<file path="src/rtl/stg_ma_if.sv">
// Pipeline bundle between EX, the MA stage and MO: EX-side fields in, MO-side fields
// out, plus the per-port memory addresses and the fault report.
interface stg_ma_if #(
    parameter int SIZE_ADDR   = 48,
    parameter int SIZE_DATA   = 24,
    parameter int SIZE_OPC    = 8,
    parameter int SIZE_TGT_GP = 4,
    parameter int SIZE_TGT_SR = 4,
    parameter int SIZE_TGT_AR = 4,
    parameter int P_FCNT_W    = 16
);
    logic                   iw_stall;
    logic                   iw_flush;
    logic [SIZE_ADDR-1:0]   iw_pc,        ow_pc;
    logic [SIZE_DATA-1:0]   iw_instr,     ow_instr;
    logic [SIZE_OPC-1:0]    iw_root_opc,  ow_root_opc;
    logic [SIZE_OPC-1:0]    iw_opc,       ow_opc;
    logic [SIZE_TGT_GP-1:0] iw_tgt_gp,    ow_tgt_gp;
    logic                   iw_tgt_gp_we, ow_tgt_gp_we;
    logic [SIZE_TGT_SR-1:0] iw_tgt_sr,    ow_tgt_sr;
    logic                   iw_tgt_sr_we, ow_tgt_sr_we;
    logic [SIZE_TGT_AR-1:0] iw_tgt_ar,    ow_tgt_ar;
    logic                   iw_tgt_ar_we, ow_tgt_ar_we;
    logic [SIZE_ADDR-1:0]   iw_addr;
    logic [SIZE_DATA-1:0]   iw_result,    ow_result;
    logic [SIZE_ADDR-1:0]   iw_sr_result, ow_sr_result;
    logic [SIZE_ADDR-1:0]   iw_ar_result, ow_ar_result;
    logic [SIZE_ADDR-1:0]   iw_cr_base;
    logic [SIZE_ADDR-1:0]   iw_cr_len;
    logic                   iw_trap_pending, ow_trap_pending;
    logic                   ow_sr_aux_we;
    logic [SIZE_TGT_SR-1:0] ow_sr_aux_addr;
    logic [SIZE_ADDR-1:0]   ow_sr_aux_result;
    logic [SIZE_ADDR-1:0]   ow_mem_addr [0:1];
    logic                   ow_mem_mp;
    logic [P_FCNT_W-1:0]    ow_fault_cnt;

    modport master (
        output iw_stall, iw_flush, iw_pc, iw_instr, iw_root_opc, iw_opc,
               iw_tgt_gp, iw_tgt_gp_we, iw_tgt_sr, iw_tgt_sr_we, iw_tgt_ar, iw_tgt_ar_we,
               iw_addr, iw_result, iw_sr_result, iw_ar_result, iw_cr_base, iw_cr_len,
               iw_trap_pending,
        input  ow_pc, ow_instr, ow_root_opc, ow_opc,
               ow_tgt_gp, ow_tgt_gp_we, ow_tgt_sr, ow_tgt_sr_we, ow_tgt_ar, ow_tgt_ar_we,
               ow_result, ow_sr_result, ow_ar_result, ow_trap_pending,
               ow_sr_aux_we, ow_sr_aux_addr, ow_sr_aux_result,
               ow_mem_addr, ow_mem_mp, ow_fault_cnt
    );

    modport slave (
        input  iw_stall, iw_flush, iw_pc, iw_instr, iw_root_opc, iw_opc,
               iw_tgt_gp, iw_tgt_gp_we, iw_tgt_sr, iw_tgt_sr_we, iw_tgt_ar, iw_tgt_ar_we,
               iw_addr, iw_result, iw_sr_result, iw_ar_result, iw_cr_base, iw_cr_len,
               iw_trap_pending,
        output ow_pc, ow_instr, ow_root_opc, ow_opc,
               ow_tgt_gp, ow_tgt_gp_we, ow_tgt_sr, ow_tgt_sr_we, ow_tgt_ar, ow_tgt_ar_we,
               ow_result, ow_sr_result, ow_ar_result, ow_trap_pending,
               ow_sr_aux_we, ow_sr_aux_addr, ow_sr_aux_result,
               ow_mem_addr, ow_mem_mp, ow_fault_cnt
    );
endinterface

</file>
<file path="src/rtl/stg_ma.sv">
// Memory-address stage: drives EX's effective address on the alternating memory port,
// bounds-checks it against the capability window and turns violations into traps.
module stg_ma #(
    parameter int SIZE_ADDR   = 48,
    parameter int SIZE_DATA   = 24,
    parameter int SIZE_OPC    = 8,
    parameter int SIZE_TGT_GP = 4,
    parameter int SIZE_TGT_SR = 4,
    parameter int SIZE_TGT_AR = 4,
    parameter int P_FAULT_SR  = 3,
    parameter int P_FCNT_W    = 16
) (
    input logic    iw_clk,
    input logic    iw_rst,
    stg_ma_if.slave bus
);
    localparam logic [SIZE_OPC-1:0] OPC_LDcso  = SIZE_OPC'(8'h10);
    localparam logic [SIZE_OPC-1:0] OPC_STui   = SIZE_OPC'(8'h11);
    localparam logic [SIZE_OPC-1:0] OPC_STsi   = SIZE_OPC'(8'h12);
    localparam logic [SIZE_OPC-1:0] OPC_STcso  = SIZE_OPC'(8'h13);
    localparam logic [SIZE_OPC-1:0] OPC_SRLDso = SIZE_OPC'(8'h20);
    localparam logic [SIZE_OPC-1:0] OPC_SRSTso = SIZE_OPC'(8'h21);

    logic                 r_mp;
    logic                 is_wide;
    logic                 is_mem;
    logic                 check_en;
    logic                 lo_ok;
    logic                 hi_ok;
    logic                 fault;
    logic                 drive;
    logic [SIZE_ADDR:0]   acc_end;
    logic [SIZE_ADDR:0]   win_end;

    // One extra bit on both end sums so a window or access running past the top of
    // the address space cannot wrap around and look in-range.
    always_comb begin
        is_wide  = (bus.iw_opc == OPC_SRLDso) || (bus.iw_opc == OPC_SRSTso);
        is_mem   = is_wide || (bus.iw_opc == OPC_LDcso) || (bus.iw_opc == OPC_STui)
                   || (bus.iw_opc == OPC_STsi) || (bus.iw_opc == OPC_STcso);
        acc_end  = {1'b0, bus.iw_addr} + (is_wide ? (SIZE_ADDR+1)'(2) : (SIZE_ADDR+1)'(1));
        win_end  = {1'b0, bus.iw_cr_base} + {1'b0, bus.iw_cr_len};
        lo_ok    = bus.iw_addr >= bus.iw_cr_base;
        hi_ok    = acc_end <= win_end;
        check_en = is_mem && !bus.iw_trap_pending;
        fault    = check_en && ((bus.iw_cr_len == '0) || !(lo_ok && hi_ok));
        drive    = check_en && !fault;
    end

    assign bus.ow_mem_addr[0] = (drive && !r_mp) ? bus.iw_addr : '0;
    assign bus.ow_mem_addr[1] = (drive &&  r_mp) ? bus.iw_addr : '0;

    always_ff @(posedge iw_clk) begin
        if (iw_rst) begin
            r_mp                 <= 1'b0;
            bus.ow_mem_mp        <= 1'b0;
            bus.ow_pc            <= '0;
            bus.ow_instr         <= '0;
            bus.ow_root_opc      <= '0;
            bus.ow_opc           <= '0;
            bus.ow_tgt_gp        <= '0;
            bus.ow_tgt_gp_we     <= 1'b0;
            bus.ow_tgt_sr        <= '0;
            bus.ow_tgt_sr_we     <= 1'b0;
            bus.ow_tgt_ar        <= '0;
            bus.ow_tgt_ar_we     <= 1'b0;
            bus.ow_result        <= '0;
            bus.ow_sr_result     <= '0;
            bus.ow_ar_result     <= '0;
            bus.ow_trap_pending  <= 1'b0;
            bus.ow_sr_aux_we     <= 1'b0;
            bus.ow_sr_aux_addr   <= '0;
            bus.ow_sr_aux_result <= '0;
            bus.ow_fault_cnt     <= '0;
        end else if (bus.iw_flush || !bus.iw_stall) begin
            r_mp              <= ~r_mp;
            bus.ow_mem_mp     <= r_mp;
            bus.ow_pc         <= bus.iw_pc;
            bus.ow_instr      <= bus.iw_instr;
            bus.ow_tgt_gp     <= bus.iw_tgt_gp;
            bus.ow_tgt_sr     <= bus.iw_tgt_sr;
            bus.ow_tgt_ar     <= bus.iw_tgt_ar;
            bus.ow_result     <= bus.iw_result;
            bus.ow_sr_result  <= bus.iw_sr_result;
            bus.ow_ar_result  <= bus.iw_ar_result;
            if (bus.iw_flush) begin
                bus.ow_opc          <= '0;
                bus.ow_root_opc     <= '0;
                bus.ow_tgt_gp_we    <= 1'b0;
                bus.ow_tgt_sr_we    <= 1'b0;
                bus.ow_tgt_ar_we    <= 1'b0;
                bus.ow_trap_pending <= 1'b0;
                bus.ow_sr_aux_we    <= 1'b0;
            end else if (fault) begin
                bus.ow_opc           <= '0;
                bus.ow_root_opc      <= '0;
                bus.ow_tgt_gp_we     <= 1'b0;
                bus.ow_tgt_sr_we     <= 1'b0;
                bus.ow_tgt_ar_we     <= 1'b0;
                bus.ow_trap_pending  <= 1'b1;
                bus.ow_sr_aux_we     <= 1'b1;
                bus.ow_sr_aux_addr   <= SIZE_TGT_SR'(P_FAULT_SR);
                bus.ow_sr_aux_result <= bus.iw_addr;
                if (bus.ow_fault_cnt != '1)
                    bus.ow_fault_cnt <= bus.ow_fault_cnt + 1'b1;
            end else begin
                bus.ow_opc          <= bus.iw_opc;
                bus.ow_root_opc     <= bus.iw_root_opc;
                bus.ow_tgt_gp_we    <= bus.iw_tgt_gp_we;
                bus.ow_tgt_sr_we    <= bus.iw_tgt_sr_we;
                bus.ow_tgt_ar_we    <= bus.iw_tgt_ar_we;
                bus.ow_trap_pending <= bus.iw_trap_pending;
                bus.ow_sr_aux_we    <= 1'b0;
            end
        end
    end
endmodule
</file>
<file path="src/flat_wrapper.sv">
// flat-port wrapper written by rule: the top's interface ports become plain ports
module stg_ma_flat 
#(
    parameter int SIZE_ADDR   = 48,
    parameter int SIZE_DATA   = 24,
    parameter int SIZE_OPC    = 8,
    parameter int SIZE_TGT_GP = 4,
    parameter int SIZE_TGT_SR = 4,
    parameter int SIZE_TGT_AR = 4,
    parameter int P_FAULT_SR  = 3,
    parameter int P_FCNT_W    = 16
)
  (iw_clk, iw_rst, bus_iw_stall, bus_iw_flush, bus_iw_pc, bus_iw_instr, bus_iw_root_opc, bus_iw_opc, bus_iw_tgt_gp, bus_iw_tgt_gp_we, bus_iw_tgt_sr, bus_iw_tgt_sr_we, bus_iw_tgt_ar, bus_iw_tgt_ar_we, bus_iw_addr, bus_iw_result, bus_iw_sr_result, bus_iw_ar_result, bus_iw_cr_base, bus_iw_cr_len, bus_iw_trap_pending, bus_ow_pc, bus_ow_instr, bus_ow_root_opc, bus_ow_opc, bus_ow_tgt_gp, bus_ow_tgt_gp_we, bus_ow_tgt_sr, bus_ow_tgt_sr_we, bus_ow_tgt_ar, bus_ow_tgt_ar_we, bus_ow_result, bus_ow_sr_result, bus_ow_ar_result, bus_ow_trap_pending, bus_ow_sr_aux_we, bus_ow_sr_aux_addr, bus_ow_sr_aux_result, bus_ow_mem_addr, bus_ow_mem_mp, bus_ow_fault_cnt);
  stg_ma_if #(.SIZE_ADDR(SIZE_ADDR), .SIZE_DATA(SIZE_DATA), .SIZE_OPC(SIZE_OPC), .SIZE_TGT_GP(SIZE_TGT_GP), .SIZE_TGT_SR(SIZE_TGT_SR), .SIZE_TGT_AR(SIZE_TGT_AR), .P_FCNT_W(P_FCNT_W)) bus_i ();
  input logic iw_clk;
  input logic iw_rst;
  input wire logic [$bits(bus_i.iw_stall)-1:0] bus_iw_stall;
  input wire logic [$bits(bus_i.iw_flush)-1:0] bus_iw_flush;
  input wire logic [$bits(bus_i.iw_pc)-1:0] bus_iw_pc;
  input wire logic [$bits(bus_i.iw_instr)-1:0] bus_iw_instr;
  input wire logic [$bits(bus_i.iw_root_opc)-1:0] bus_iw_root_opc;
  input wire logic [$bits(bus_i.iw_opc)-1:0] bus_iw_opc;
  input wire logic [$bits(bus_i.iw_tgt_gp)-1:0] bus_iw_tgt_gp;
  input wire logic [$bits(bus_i.iw_tgt_gp_we)-1:0] bus_iw_tgt_gp_we;
  input wire logic [$bits(bus_i.iw_tgt_sr)-1:0] bus_iw_tgt_sr;
  input wire logic [$bits(bus_i.iw_tgt_sr_we)-1:0] bus_iw_tgt_sr_we;
  input wire logic [$bits(bus_i.iw_tgt_ar)-1:0] bus_iw_tgt_ar;
  input wire logic [$bits(bus_i.iw_tgt_ar_we)-1:0] bus_iw_tgt_ar_we;
  input wire logic [$bits(bus_i.iw_addr)-1:0] bus_iw_addr;
  input wire logic [$bits(bus_i.iw_result)-1:0] bus_iw_result;
  input wire logic [$bits(bus_i.iw_sr_result)-1:0] bus_iw_sr_result;
  input wire logic [$bits(bus_i.iw_ar_result)-1:0] bus_iw_ar_result;
  input wire logic [$bits(bus_i.iw_cr_base)-1:0] bus_iw_cr_base;
  input wire logic [$bits(bus_i.iw_cr_len)-1:0] bus_iw_cr_len;
  input wire logic [$bits(bus_i.iw_trap_pending)-1:0] bus_iw_trap_pending;
  output wire logic [$bits(bus_i.ow_pc)-1:0] bus_ow_pc;
  output wire logic [$bits(bus_i.ow_instr)-1:0] bus_ow_instr;
  output wire logic [$bits(bus_i.ow_root_opc)-1:0] bus_ow_root_opc;
  output wire logic [$bits(bus_i.ow_opc)-1:0] bus_ow_opc;
  output wire logic [$bits(bus_i.ow_tgt_gp)-1:0] bus_ow_tgt_gp;
  output wire logic [$bits(bus_i.ow_tgt_gp_we)-1:0] bus_ow_tgt_gp_we;
  output wire logic [$bits(bus_i.ow_tgt_sr)-1:0] bus_ow_tgt_sr;
  output wire logic [$bits(bus_i.ow_tgt_sr_we)-1:0] bus_ow_tgt_sr_we;
  output wire logic [$bits(bus_i.ow_tgt_ar)-1:0] bus_ow_tgt_ar;
  output wire logic [$bits(bus_i.ow_tgt_ar_we)-1:0] bus_ow_tgt_ar_we;
  output wire logic [$bits(bus_i.ow_result)-1:0] bus_ow_result;
  output wire logic [$bits(bus_i.ow_sr_result)-1:0] bus_ow_sr_result;
  output wire logic [$bits(bus_i.ow_ar_result)-1:0] bus_ow_ar_result;
  output wire logic [$bits(bus_i.ow_trap_pending)-1:0] bus_ow_trap_pending;
  output wire logic [$bits(bus_i.ow_sr_aux_we)-1:0] bus_ow_sr_aux_we;
  output wire logic [$bits(bus_i.ow_sr_aux_addr)-1:0] bus_ow_sr_aux_addr;
  output wire logic [$bits(bus_i.ow_sr_aux_result)-1:0] bus_ow_sr_aux_result;
  output wire logic [$bits(bus_i.ow_mem_addr)-1:0] bus_ow_mem_addr;
  output wire logic [$bits(bus_i.ow_mem_mp)-1:0] bus_ow_mem_mp;
  output wire logic [$bits(bus_i.ow_fault_cnt)-1:0] bus_ow_fault_cnt;
  assign bus_i.iw_stall = bus_iw_stall;
  assign bus_i.iw_flush = bus_iw_flush;
  assign bus_i.iw_pc = bus_iw_pc;
  assign bus_i.iw_instr = bus_iw_instr;
  assign bus_i.iw_root_opc = bus_iw_root_opc;
  assign bus_i.iw_opc = bus_iw_opc;
  assign bus_i.iw_tgt_gp = bus_iw_tgt_gp;
  assign bus_i.iw_tgt_gp_we = bus_iw_tgt_gp_we;
  assign bus_i.iw_tgt_sr = bus_iw_tgt_sr;
  assign bus_i.iw_tgt_sr_we = bus_iw_tgt_sr_we;
  assign bus_i.iw_tgt_ar = bus_iw_tgt_ar;
  assign bus_i.iw_tgt_ar_we = bus_iw_tgt_ar_we;
  assign bus_i.iw_addr = bus_iw_addr;
  assign bus_i.iw_result = bus_iw_result;
  assign bus_i.iw_sr_result = bus_iw_sr_result;
  assign bus_i.iw_ar_result = bus_iw_ar_result;
  assign bus_i.iw_cr_base = bus_iw_cr_base;
  assign bus_i.iw_cr_len = bus_iw_cr_len;
  assign bus_i.iw_trap_pending = bus_iw_trap_pending;
  assign bus_ow_pc = bus_i.ow_pc;
  assign bus_ow_instr = bus_i.ow_instr;
  assign bus_ow_root_opc = bus_i.ow_root_opc;
  assign bus_ow_opc = bus_i.ow_opc;
  assign bus_ow_tgt_gp = bus_i.ow_tgt_gp;
  assign bus_ow_tgt_gp_we = bus_i.ow_tgt_gp_we;
  assign bus_ow_tgt_sr = bus_i.ow_tgt_sr;
  assign bus_ow_tgt_sr_we = bus_i.ow_tgt_sr_we;
  assign bus_ow_tgt_ar = bus_i.ow_tgt_ar;
  assign bus_ow_tgt_ar_we = bus_i.ow_tgt_ar_we;
  assign bus_ow_result = bus_i.ow_result;
  assign bus_ow_sr_result = bus_i.ow_sr_result;
  assign bus_ow_ar_result = bus_i.ow_ar_result;
  assign bus_ow_trap_pending = bus_i.ow_trap_pending;
  assign bus_ow_sr_aux_we = bus_i.ow_sr_aux_we;
  assign bus_ow_sr_aux_addr = bus_i.ow_sr_aux_addr;
  assign bus_ow_sr_aux_result = bus_i.ow_sr_aux_result;
  assign bus_ow_mem_addr = {>>{bus_i.ow_mem_addr}};
  assign bus_ow_mem_mp = bus_i.ow_mem_mp;
  assign bus_ow_fault_cnt = bus_i.ow_fault_cnt;
  stg_ma #(.SIZE_ADDR(SIZE_ADDR), .SIZE_DATA(SIZE_DATA), .SIZE_OPC(SIZE_OPC), .SIZE_TGT_GP(SIZE_TGT_GP), .SIZE_TGT_SR(SIZE_TGT_SR), .SIZE_TGT_AR(SIZE_TGT_AR), .P_FAULT_SR(P_FAULT_SR), .P_FCNT_W(P_FCNT_W)) u_core (.iw_clk(iw_clk), .iw_rst(iw_rst), .bus(bus_i));
endmodule
</file>
<file path="config.mk">
export PLATFORM = sky130hd
export DESIGN_NAME = stg_ma_flat
export DESIGN_NICKNAME = d
export VERILOG_FILES = /design/src/rtl/stg_ma_if.sv /design/src/rtl/stg_ma.sv /design/src/flat_wrapper.sv
export SDC_FILE = /design/constraint.sdc
export NUM_CORES = 1
export LEC_CHECK = 0
export ABC_AREA = 1
export CORE_AREA = 2 2 295 297
export DETAILED_ROUTE_END_ITERATION = 7
export DIE_AREA = 0 0 297 299
export HOLD_SLACK_MARGIN = 0.02
export SLEW_MARGIN = 20
export SYNTH_ARGS = -nofsm -noshare
export SYNTH_HDL_FRONTEND = slang
export SYNTH_SLANG_ARGS = --single-unit
</file>
<file path="constraint.sdc">
create_clock -name iw_clk -period 7.85 [get_ports iw_clk]
set_clock_uncertainty 0.1 [all_clocks]
set_input_delay 0.785 -clock iw_clk [delete_from_list [all_inputs] [get_ports iw_clk]]
set_output_delay 0.785 -clock iw_clk [all_outputs]
set_load 0.005 [all_outputs]
</file>
After elaboration in Yosys (flattened, before gate mapping):

Index checks and enable logic that the tools add are counted.
Widths: inputs -> output; s select.

* reductions and logical operators: 21
* order comparisons: 2
* $mul: 0
* $add $sub $neg: 3
* eq/ne operators: 7
* shifts and indexed selects: 0
* div/mod/pow operators: 0
* multiplexer cells: 17
* bitwise logic cells: 2

Operators with widths (count)
* $mux 48: 2
* $add 48x48->49: 1
* $add 48x49->49: 1
* $le 49x49->1: 1
* $ge 48x48->1: 1
* $logic_not 48->1: 1
* $eq 8x5->1 const B: 4
* $mux 8: 4
* $add 16x1->16 const B: 1
* $eq 8x6->1 const B: 2
* $ne 16x16->1 const B: 1
* $mux 1: 10
* $logic_or 1x1->1: 7
* $logic_and 1x1->1: 6
* $logic_not 1->1: 5
* $reduce_and 4->1: 1
* $reduce_and 3->1: 1
* $mux 2: 1
* $not 1->1: 2

* memory bits (read-only): 0
* output and inout bits: 390
* latch bits: 0
* register bits after elaboration: 292
* memories kept: 0
* memory bits (writable): 0

Logic depth before layout (Yosys ltp):

Gate-level depths: netlist of run 1.

* depth after elaboration: 13
* depth in mapped cells: 33
* depth with buffers taken out: 31

Worst setup path before layout of run 1:

OpenSTA, ideal clock, no wires.

* path type: input port to output port
* from: in bus_iw_opc[4]
* to: out bus_ow_mem_addr[75]
* arrival time: 4.377 ns
* path slack: 2.588 ns
* stages: 27
* data required time: 6.965 ns
* cell sequence: nor4_1 > nand2_1 > inv_1 > fa_1 > nand2_1 > nor2_4 > nand2_2 > nor3_4 > nand3_2 > nand3b_4 > nor2_4 > nand3_2 > nor2_2 > nand3_1 > xor2_1 > ha_1 > nand2_1 > nor3_2 > nand2_1 > nor2_1 > nand2_1 > nand2_1 > nand4_1 > or2_1 > buf_2 > buf_6 > nor2_1

* word-level cells in the longest chain between the ends: 13

RTL lines
* from (decl): line flat_wrapper.sv:22 `input wire logic [$bits(bus_i.iw_opc)-1:0] bus_iw_opc;`
* $eq 8x6->1: line stg_ma.sv:38 `is_wide = (bus.iw_opc == OPC_SRLDso) || (bus.iw_opc == OPC_SRSTso);`
* $logic_or 1x1->1: line stg_ma.sv:38
* $mux 2: line stg_ma.sv:41 `acc_end = {1'b0, bus.iw_addr} + (is_wide ? (SIZE_ADDR+1)'(2) : (SIZE_ADDR+1)'(1));`
* $add 48x49->49: line stg_ma.sv:41
* $le 49x49->1: line stg_ma.sv:44 `hi_ok = acc_end <= win_end;`
* $logic_and 1x1->1: line stg_ma.sv:46 `fault = check_en && ((bus.iw_cr_len == '0) || !(lo_ok && hi_ok));`
* $logic_not 1->1: line stg_ma.sv:46
* $logic_or 1x1->1: line stg_ma.sv:46
* $logic_and 1x1->1: line stg_ma.sv:46
* $logic_not 1->1: line stg_ma.sv:47 `drive = check_en && !fault;`
* $logic_and 1x1->1 (*): line stg_ma.sv:47
* $logic_and 1x1->1 (*): line stg_ma.sv:50 `assign bus.ow_mem_addr[0] = (drive && !r_mp) ? bus.iw_addr : '0;`
* $mux 48 (*): line stg_ma.sv:50
* to (decl): line flat_wrapper.sv:53 `output wire logic [$bits(bus_i.ow_mem_addr)-1:0] bus_ow_mem_addr;`

Every way passes the cells marked *; elsewhere a longest branch is shown, timed or not.

Final worst setup path of run 1:

* from: in bus_iw_opc[7]
* to: out bus_ow_mem_addr[92]

Same word-level chain as after synthesis.

==> results of run 1 <==
==> per-layer routing <==
layer  part of all wire [%]  track usage, %
met3                    9.7           7.270
met5                  0.059               0
met4                    3.3           6.999
met1                     43           24.56
met2                     44           31.60
==> through the flow <==
stage,util [%],hold WS (ns),setup slack [ns],std cells
after floorplan,-,0.3574,2.588,2625
after global placement,30.98,0.3487,0.5311,4472
after detailed placement,30.98,0.3549,0.4767,4472
after CTS,32.51,0.3642,0.4628,4541
after global routing,32.52,0.3772,0.01073,4545
final,32.53,0.3621,0.4595,4546
==> flip-flops by register name, indices dropped and copies added (netlist names) <==
register                     cells
u_core.bus.ow_tgt_sr             4
u_core.bus.ow_tgt_gp             4
u_core.bus.ow_root_opc           8
u_core.bus.ow_sr_aux_result     48
u_core.bus.ow_trap_pending       1
u_core.bus.ow_instr             24
u_core.bus.ow_mem_mp             1
u_core.bus.ow_tgt_ar             4
u_core.bus.ow_tgt_gp_we          1
u_core.bus.ow_pc                48
u_core.bus.ow_opc                8
u_core.bus.ow_sr_aux_addr        1
u_core.bus.ow_fault_cnt         16
u_core.bus.ow_sr_result         48
u_core.bus.ow_result            24
u_core.bus.ow_sr_aux_we          1
u_core.bus.ow_tgt_sr_we          1
u_core.bus.ow_ar_result         48
u_core.r_mp                      1
u_core.bus.ow_tgt_ar_we          1
==> worst max-delay path by stage <==
stage | cells after the start | startpoint | to | slack (ns)
detailed placement | 29 | bus_iw_opc[7] | bus_ow_mem_addr[95] | 0.48
global route | 28 | bus_iw_opc[7] | bus_ow_mem_addr[91] | 0.01
global placement | 25 | bus_iw_cr_len[20] | bus_ow_mem_addr[95] | 0.53
CTS | 29 | bus_iw_opc[7] | bus_ow_mem_addr[92] | 0.46
finish | 27 | bus_iw_opc[7] | bus_ow_mem_addr[92] | 0.46
floorplan | 27 | bus_iw_opc[4] | bus_ow_mem_addr[75] | 2.59
==> layout by cell type, fill, tap and decap left out, drive strengths merged <==
cell type	count
clkdlybuf4s50	758
nor2	649
nand2	396
dfxtp	292
inv	264
o21ai	263
a21oi	171
ha	148
xor2	65
nand3	61
clkbuf	53
buf	42
nand4	41
nor3	34
nor4	31
xnor2	24
o21bai	20
a31oi	16
a21o	14
o21a	7
clkinv	7
nand3b	6
diode	5
clkinvlp	4
or2	3
a21boi	3
and2	2
fa	2
conb	2
bufinv	2
a211oi	1
o211a	1
o211ai	1
nor3b	1
a2111o	1
nor4b	1
==> cells by family after synthesis <==
family | after synthesis | synth area share, %
simple gates | 1225 | 28.74
compound gates | 498 | 14.94
buf+inv | 369 | 8.222
flops | 292 | 33.00
fa+ha+maj | 150 | 10.68
xor+xnor | 89 | 4.400
other cells | 1 | 0.02117
==> final cells by class <==
class                   instances  area, um^2  area share, %
clock buffers                  53        1097          3.926
well taps                    1155        1445          5.170
multi-input cells            1964       10430          37.32
diodes                          5       12.51        0.04476
flip-flops and latches        292        5846          20.91
repair buffers                800        7915          28.32
clock inverters                16       216.5         0.7744
inverters                     261       989.7          3.541
==> power by group <==
| group | switching [mW] | total, mW | internal [mW] |
|---|---|---|---|
| logic | 0.637 | 1.17 | 0.537 |
| registers | 0.0424 | 1.61 | 1.56 |
| clock network | 0.756 | 1.82 | 1.06 |
==> worst max-delay path, stage by stage <==
cell and delay (ns):
clkdlybuf4s50_1 0.47, nor4_1 0.29, nand2_1 0.26, inv_1 0.18, ha_1 0.14, a21oi_1 0.10
nor3_2 0.19, nand3_2 0.16, inv_2 0.10, nand4_1 0.20, nor2_2 0.33, nand3_2 0.19
nor2_2 0.16, xor2_1 0.18, inv_1 0.06, ha_1 0.27, nand2_1 0.10, nor4b_1 0.30
nand3b_1 0.11, nor2_1 0.11, nand2_1 0.06, nand2_1 0.09, nand4_1 0.11, or2_2 0.59
buf_4 0.32, nor2_1 0.11, clkdlybuf4s50_1 0.52
==> summary.md, run 1 <==
| Metric | Value |
|---|---|
| Max Slew Vio Count | 0 |
| Hold crit path type | flip-flop to flip-flop |
| Root buf cell | clkbuf_16 |
| Core area | 0.08594 mm^2 |
| DRC Markers | 0 |
| P_leak | 11.83 nW |
| Die Width | 297 um |
| Outcome | finished, final reports clean |
| FMAX | 0.1353 GHz |
| WS Path Type | input pin to primary output |
| Final setup viols | 0 |
| Period Utilization, post-route | 94.15% |
| Least-Margin Pin Slew | 1.113 ns |
| Share of post-route cells with drive strength above 1 | 4.282% |
| Number of cells produced by synthesis | 2624 |
| Fin nets | 3879 |
| Top-count cell post-synth | nor2_1 |
| Cell Pwr Density | 164.5 mW/mm^2 |
| Die Height | 299 um |
| Routed WL | 92950 um |
| Hold Crit Start | u_core.bus.ow_sr_aux_result[44] |
| CP arrival | 6.51 ns |
| Final Instance Area | 0.02795 mm^2 |
| Crit path max fanout | 29 |
| R2r endpoint | u_core.bus.ow_fault_cnt[13] |
| Synth warn | 0 |
| Post-Syn Area | 0.01771 mm^2 |
| Cts repair resizes | 0 |
| Reg2reg start | u_core.bus.ow_fault_cnt[0] |
| DR iter-0 viols | 1357 |
| First-pass GRT wire length | 131600 um |
| Area Overhead vs Synth | 57.80% |
| Drt wl/cell | 20.45 um |
| H-tree Lvls | 2 |
| Critical path data required time | 6.96 ns |
| Die area | 0.08880 mm^2 |
| Slew headroom | 25.81% |
| Top cell type's share of synthesized area | 33.00% |
| Total gr overflow | 0 |
| Fill cells | 9339 |
| Post-synth top cells | nor2_1 (643), nand2_1 (394), dfxtp_1 (292) |
| Worst hold stages | 2 |
| Async SR Flop Fraction | 0% |
| Critical path capture point type | primary output |
| GP Congestion | 0.9424 |
| Most common flop cell mapped by yosys | dfxtp_1 |
| Post-route ant nets | 0 |
| DPL Wire Length | 74890 um |
| Total power | 4.598 mW |
| Max IR drop VDD | 0.1511 mV |
| Post-route setup TNS | 0 ns |
| Top post-synthesis cells by area | dfxtp_1 (33%), nor2_1 (14%), ha_1 (10%) |
| CTS tree | built |
| Num rows | 108 |
| Max_cap viols | 0 |
| EDFF count, synth | 0 |
| Cts hold-fix bufs | 0 |
| Hold EP | u_core.bus.ow_sr_aux_result[44] |
| Final critical-path required period | 7.391 ns |
| Overall Global Routing Usage | 19.84% |
| Register bit total from synthesis | 292 |
| Vias | 20220 |
| Largest net degree at the start of global routing | 193 |
| Dominant cell type by area after synthesis | dfxtp_1 |
| Vias in the first global route | 19720 |
| Final Hold Fails | 0 |
| Port Buf Inserts | 759 |
| Area post-placement | 0.02663 mm^2 |
| I/O pin cnt | 762 |
| Unique masters post-synth | 48 |
| Maximum buffer depth of the clock tree | 3 |
| Reg clk slew, reported paths | 0.06 ns |
| Worst-skew pair later-pin latency | 0.55 ns |
| Sequential share of the synthesized area | 33.00% |
| RSZ-0062 raised after global routing | false |
| Pre-Repair DR Iteration Count | 5 |
| Initial Util | 20.61% |
| Num CTS Buffers | 38 |
| Initial antenna violation count | 10 |
| Worst setup SP type | input pin |
| DR vias/cell | 4.447 |
| Post-CTS Setup Inserts | 0 |
| R2R depth | 14 |
| Avg Cell Area, Syn | 6.751 um^2 |
| Clock Sink Count | 292 |
| Internal reg-to-reg setup slack | 5.41 ns |
Power figures use the tool's default switching activity.
==> inputs of run 2 (changes only) <==
MAX_ROUTING_LAYER = met4   (was unset)
==> run 2 against run 1 <==
Compared with the run above: power increased by 1.6%; global-route usage grew 0.79 points; routed wire length is 0.38% higher; utilization is 0.083 points higher; first-iteration DRC count rose by 14%; critical path depth is 2 higher.
==> summary.md, run 2 (same netlist as run 1, synthesis figures left out) <==
| Metric | Value |
|---|---|
| Outcome | finished, final reports clean (unchanged) |
| Port Buf Inserts | 759 (unchanged) |
| Final setup viols | 0 (unchanged) |
| Num CTS Buffers | 39 (was 38) |
| CP arrival | 6.41 ns (was 6.51 ns) |
| Pre-Repair DR Iteration Count | 6 (was 5) |
| RSZ-0062 raised after global routing | false (unchanged) |
| Cell Pwr Density | 166.7 mW/mm^2 (was 164.5 mW/mm^2) |
| Die area | 0.08880 mm^2 (unchanged) |
| Hold crit path type | flip-flop to flip-flop (unchanged) |
| Die Width | 297 um (unchanged) |
| Hold Crit Start | u_core.bus.ow_opc[3] (was u_core.bus.ow_sr_aux_result[44]) |
| DR vias/cell | 4.441 (was 4.447) |
| Worst slack, placed | 0.5054 ns (was 0.4767 ns) |
| Drt wl/cell | 20.52 um (was 20.45 um) |
| Total gr overflow | 0 (unchanged) |
| Clock Sink Count | 292 (unchanged) |
| Final Hold Fails | 0 (unchanged) |
| Max IR drop VDD | 0.1312 mV (was 0.1511 mV) |
| Final core occ | 32.61% (was 32.53%) |
| Hold EP | u_core.bus.ow_opc[3] (was u_core.bus.ow_sr_aux_result[44]) |
| Share of post-route cells with drive strength above 1 | 4.226% (was 4.282%) |
| Total power | 4.673 mW (was 4.598 mW) |
| Fin nets | 3879 (unchanged) |
| Final critical-path required period | 7.299 ns (was 7.391 ns) |
| DPL Wire Length | 74800 um (was 74890 um) |
| Most frequent cells in the layout | clkdlybuf4s50_1 (758), nor2_1 (641), nand2_1 (394), dfxtp_1 (292), o21ai_0 (258) (unchanged) |
| First-pass GRT wire length | 132800 um (was 131600 um) |
| Post-route setup TNS | 0 ns (unchanged) |
| Max_cap viols | 0 (unchanged) |
| WS Path Type | input pin to primary output (unchanged) |
| Initial Util | 20.61% (unchanged) |
| Reg2reg start | u_core.bus.ow_fault_cnt[1] (was u_core.bus.ow_fault_cnt[0]) |
| Critical-path top delay cell | or2_2 (unchanged) |
| Vias in the first global route | 19700 (was 19720) |
| Worst-skew pair later-pin latency | 0.56 ns (was 0.55 ns) |
| Vias | 20200 (was 20220) |
| Post-route ant nets | 0 (unchanged) |
| Largest net degree at the start of global routing | 192 (was 193) |
| Crit path max fanout | 26 (was 29) |
| Fill cells | 9301 (was 9339) |
| CP startpoint | bus_iw_opc[5] (was bus_iw_opc[7]) |
| I/O pin cnt | 762 (unchanged) |
| Least-Margin Pin Slew | 1.107 ns (was 1.113 ns) |
| CP max stage delay | 0.57 ns (was 0.59 ns) |
| Die Height | 299 um (unchanged) |
| Maximum buffer depth of the clock tree | 3 (unchanged) |
| Commonest non-fill, non-tap cell in the layout | clkdlybuf4s50_1 (unchanged) |
| H-tree Lvls | 2 (unchanged) |
| DRC Markers | 0 (unchanged) |
| DR iter-0 viols | 1552 (was 1357) |
| Slew headroom | 26.21% (was 25.81%) |
| Area Overhead vs Synth | 58.20% (was 57.80%) |
| FMAX | 0.1370 GHz (was 0.1353 GHz) |
| CTS tree | built (unchanged) |
| GP Congestion | 0.9454 (was 0.9424) |
| Setup WS post-layout | 0.5515 ns (was 0.4595 ns) |
| Critical path data required time | 6.96 ns (about the same) |
| Reg clk slew, reported paths | 0.06 ns (about the same) |
| Core area | 0.08594 mm^2 (unchanged) |
| Final Instance Area | 0.02802 mm^2 (was 0.02795 mm^2) |
| Internal reg-to-reg setup slack | 5.44 ns (was 5.41 ns) |
| Critical path capture point type | primary output (unchanged) |
| Crit-path most repeated cell | nand2_1 (unchanged) |
| Worst hold stages | 2 (unchanged) |
| Initial antenna violation count | 13 (was 10) |
| Routed WL | 93300 um (was 92950 um) |
| Sequential cell area | 0.005846 mm^2 (unchanged) |
| Num rows | 108 (unchanged) |
| Max Slew Vio Count | 0 (unchanged) |
| P_leak | 11.86 nW (was 11.83 nW) |
| Area post-placement | 0.02666 mm^2 (was 0.02663 mm^2) |
| Multi-input logic area | 0.01044 mm^2 (was 0.01043 mm^2) |
| R2R depth | 14 (unchanged) |
| Worst setup SP type | input pin (unchanged) |
| Root buf cell | clkbuf_16 (unchanged) |
| Period Utilization, post-route | 92.97% (was 94.15%) |
| R2r endpoint | u_core.bus.ow_fault_cnt[13] (unchanged) |
| Overall Global Routing Usage | 20.63% (was 19.84%) |
[run 2: changes by cell type in the layout (fill, tap and decap cells not counted), sizes merged]
cell      previous run  this run
inv                264       266
bufinv               2         5
clkbuf              53        49
clkinvlp             4         2
diode                5         9
buf                 42        41
[run 2: worst max path at each step]
| stage | to | cells past startpoint |
|---|---|---|
| 2_1_floorplan | bus_ow_mem_addr[75] | 27 |
| 3_3_place_gp | bus_ow_mem_addr[37] | 29 |
| 3_5_place_dp | bus_ow_mem_addr[11] | 26 |
| 4_1_cts | bus_ow_mem_addr[11] | 29 |
| 5_1_grt | bus_ow_mem_addr[69] | 28 |
| 6_report | bus_ow_mem_addr[69] | 29 |
[run 2: through the flow]
stage	std cells	hold WS [ns]
after floorplan	2625	0.3574
after global placement	4471	0.3494
after detailed placement	4471	0.3544
after CTS	4539	0.3633
after global routing	4547	0.3766
final	4548	0.3618
[run 2: what timing repair did]
item | CTS | global route
gates resized for setup | 0 | 2
endpoints found under the setup margin | 0 | 24
setup buffers | 0 | 0
hold buffers | 0 | 0
[run 2: cell type report]
class | instances | area share, %
multi-input combinational | 1964 | 37.25
antenna | 9 | 0.08036
clock buffer | 49 | 3.724
inverter | 261 | 3.532
clock inverter | 19 | 1.049
sequential | 292 | 20.86
tap | 1155 | 5.157
timing repair buffer | 799 | 28.35
[run 2: worst max-delay path: cells and delay by family]
family                     cells  cell delay [ns]
adders and majority gates      2             0.53
xor gates and xnor gates       1             0.17
buffers and inverters          5             1.54
and+or+nand+nor               21             3.37
[run 2: layer usage]
metal | part of all wire (%) | wire length, um | global-route usage (%)
met4 | 2.8 | 2588 | 6.049
met3 | 8.7 | 8086 | 5.852
met2 | 44 | 41430 | 31.94
met5 | 0 | 0 | -
met1 | 44 | 41200 | 26.04
[run 2: power breakdown]
part | internal [mW] | switching, mW | leakage [nW]
Clock | 1.13 | 0.764 | 0.651
Combinational | 0.539 | 0.637 | 8.80
Sequential | 1.56 | 0.0430 | 2.41
==> inputs of run 3 (changes only) <==
SETUP_SLACK_MARGIN = 0.1   (was unset)
==> run 3 against run 2 <==
Compared with the run above: via count about the same; die area unchanged; hold slack about the same; non-clock buffer count unchanged; sequential power about the same; critical endpoint unchanged; design area unchanged; register-to-register slack about the same; power about the same; worst setup slack better by 0.21 ns; highest routed layer unchanged; sequential share of layout area unchanged; first-iteration DRC count down 1.3%; clock-buffer cell count unchanged.
==> summary.md, run 3 (same netlist as run 1, synthesis figures left out) <==
| Metric | Value |
|---|---|
| DPL Wire Length | 74800 um (unchanged) |
| Cell Pwr Density | 166.8 mW/mm^2 (was 166.7 mW/mm^2) |
| Critical path capture point type | primary output (unchanged) |
| DR vias/cell | 4.441 (about the same) |
| Die Height | 299 um (unchanged) |
| CP arrival | 6.21 ns (was 6.41 ns) |
| Port Buf Inserts | 759 (unchanged) |
| Num CTS Buffers | 39 (unchanged) |
| CTS tree | built (unchanged) |
| Family with the most delay on the worst path | simple AND/OR/NAND/NOR gates (unchanged) |
| Max_cap viols | 0 (unchanged) |
| WS Path Type | input pin to primary output (unchanged) |
| Layout Cells excl Fill | 4547 (was 4548) |
| Maximum buffer depth of the clock tree | 3 (unchanged) |
| Worst-skew pair later-pin latency | 0.56 ns (about the same) |
| Post-route ant nets | 0 (unchanged) |
| Commonest non-fill, non-tap cell in the layout | clkdlybuf4s50_1 (unchanged) |
| Outcome | finished, final reports clean (unchanged) |
| Num rows | 108 (unchanged) |
| Overall Global Routing Usage | 20.63% (unchanged) |
| Critical path data required time | 6.96 ns (about the same) |
| Max Slew Vio Count | 0 (unchanged) |
| Area post-placement | 0.02666 mm^2 (unchanged) |
| Clock Sink Count | 292 (unchanged) |
| Fin nets | 3879 (unchanged) |
| GP Congestion | 0.9454 (unchanged) |
| Final setup viols | 0 (unchanged) |
| Vias in the first global route | 19700 (unchanged) |
| FMAX | 0.1410 GHz (was 0.1370 GHz) |
| Most frequent cells in the layout | clkdlybuf4s50_1 (758), nor2_1 (641), nand2_1 (394), dfxtp_1 (292), o21ai_0 (258) (unchanged) |
| RSZ-0062 raised after global routing | false (unchanged) |
| Die area | 0.08880 mm^2 (unchanged) |
| Initial Util | 20.61% (unchanged) |
| Root buf cell | clkbuf_16 (unchanged) |
| DR iter-0 viols | 1532 (was 1552) |
| Least-Margin Pin Slew | 1.103 ns (was 1.107 ns) |
| P_leak | 11.86 nW (about the same) |
| Reg clk slew, reported paths | 0.05 ns (was 0.06 ns) |
| Final core occ | 32.61% (unchanged) |
| H-tree Lvls | 2 (unchanged) |
| Crit path max fanout | 26 (unchanged) |
| Slew headroom | 26.49% (was 26.21%) |
| Period Utilization, post-route | 90.36% (was 92.97%) |
| Worst setup SP type | input pin (unchanged) |
| First-pass GRT wire length | 132800 um (unchanged) |
| Critical-path top delay cell | clkdlybuf4s50_1 (was or2_2) |
| Fill cells | 9301 (unchanged) |
| Hold crit path type | flip-flop to flip-flop (unchanged) |
| Routed WL | 93370 um (was 93300 um) |
| Max IR drop VDD | 0.1309 mV (was 0.1312 mV) |
| CP max stage delay | 0.52 ns (was 0.57 ns) |
| Initial antenna violation count | 13 (unchanged) |
| Share of post-route cells with drive strength above 1 | 4.226% (unchanged) |
| Area Overhead vs Synth | 58.20% (unchanged) |
| Drt wl/cell | 20.54 um (was 20.52 um) |
| Total gr overflow | 0 (unchanged) |
| Final Hold Fails | 0 (unchanged) |
| Cell total after placement | 4471 (unchanged) |
| Post-CTS Setup Inserts | 0 (unchanged) |
| Final critical-path required period | 7.093 ns (was 7.299 ns) |
| Post-route setup TNS | 0 ns (unchanged) |
| Core area | 0.08594 mm^2 (unchanged) |
| Largest net degree at the start of global routing | 192 (unchanged) |
| I/O pin cnt | 762 (unchanged) |
| Die Width | 297 um (unchanged) |
| Crit-path most repeated cell | nand2_1 (unchanged) |
| Pre-Repair DR Iteration Count | 7 (was 6) |
| Hold slack | 0.3620 ns (was 0.3618 ns) |
| Final Instance Area | 0.02802 mm^2 (unchanged) |
| DRC Markers | 0 (unchanged) |
| Vias | 20200 (about the same) |
| WP buf/inv | 5 (unchanged) |
-- run 3: report_power, final --
part | leakage, nW | total (mW) | internal (mW) | switching (mW)
combinational | 8.80 | 1.18 | 0.539 | 0.638
clock | 0.651 | 1.89 | 1.13 | 0.764
sequential | 2.41 | 1.61 | 1.56 | 0.0432
total | 11.9 | 4.67 | 3.23 | 1.44
-- run 3: final cells by class --
type                    count  area (um^2)  area share (%)
flip-flops and latches    292         5846           20.86
diodes                      8        20.02         0.07143
repair buffers            799         7945           28.35
clock inverters            19        294.0           1.049
well taps                1155         1445           5.157
clock buffers              49         1044           3.724
multi-input cells        1964        10440           37.26
inverters                 261        989.7           3.532
-- run 3: worst paths after layout --
kind                         startpoint                           to  slack, ns  depth (start not counted)
min reg2reg   u_core.bus.ow_root_opc[7]    u_core.bus.ow_root_opc[7]       0.36                          2
max reg2reg  u_core.bus.ow_fault_cnt[1]  u_core.bus.ow_fault_cnt[13]       5.45                         14
min           u_core.bus.ow_root_opc[7]    u_core.bus.ow_root_opc[7]       0.36                          2
max                       bus_iw_opc[5]          bus_ow_mem_addr[69]       0.76                         29
-- run 3: stage by stage --
stage,setup WS (ns),power [mW]
2_1_floorplan,2.588,2.161
3_3_place_gp,0.6072,2.804
3_5_place_dp,0.5054,2.808
4_1_cts,0.4791,4.735
5_1_grt,0.2345,4.918
6_report,0.7570,4.673
-- run 3: metal layers --
| layer | wire (um) | share of wire [%] | track usage (%) | vias to the layer above |
|---|---|---|---|---|
| met5 | 0 | 0 | - | - |
| met4 | 2577 | 2.8 | 6.049 | 0 |
| met3 | 7856 | 8.4 | 5.852 | 127 |
| li1 | - | - | - | 9996 |
| met1 | 41530 | 44 | 26.04 | 9307 |
| met2 | 41410 | 44 | 31.94 | 765 |
-- run 3: what timing repair did --
action | CTS | global route
hold buffers | 0 | 0
endpoints found under the setup margin | 0 | 74
resized for setup | 0 | 3
-- run 3: worst reg2reg max path, stage by stage, from the launching register on --
cell and delay (ns):
dfxtp_1 0.42, ha_1 0.23, nand2_1 0.09, nor2_1 0.34, nand3_1 0.18, nor2_1 0.16
nand2_1 0.19, nand2_1 0.12, inv_1 0.06, nand2_1 0.08, nor2_1 0.05, nand4_1 0.13
nand2_1 0.07, inv_1 0.05, nor2_1 0.03
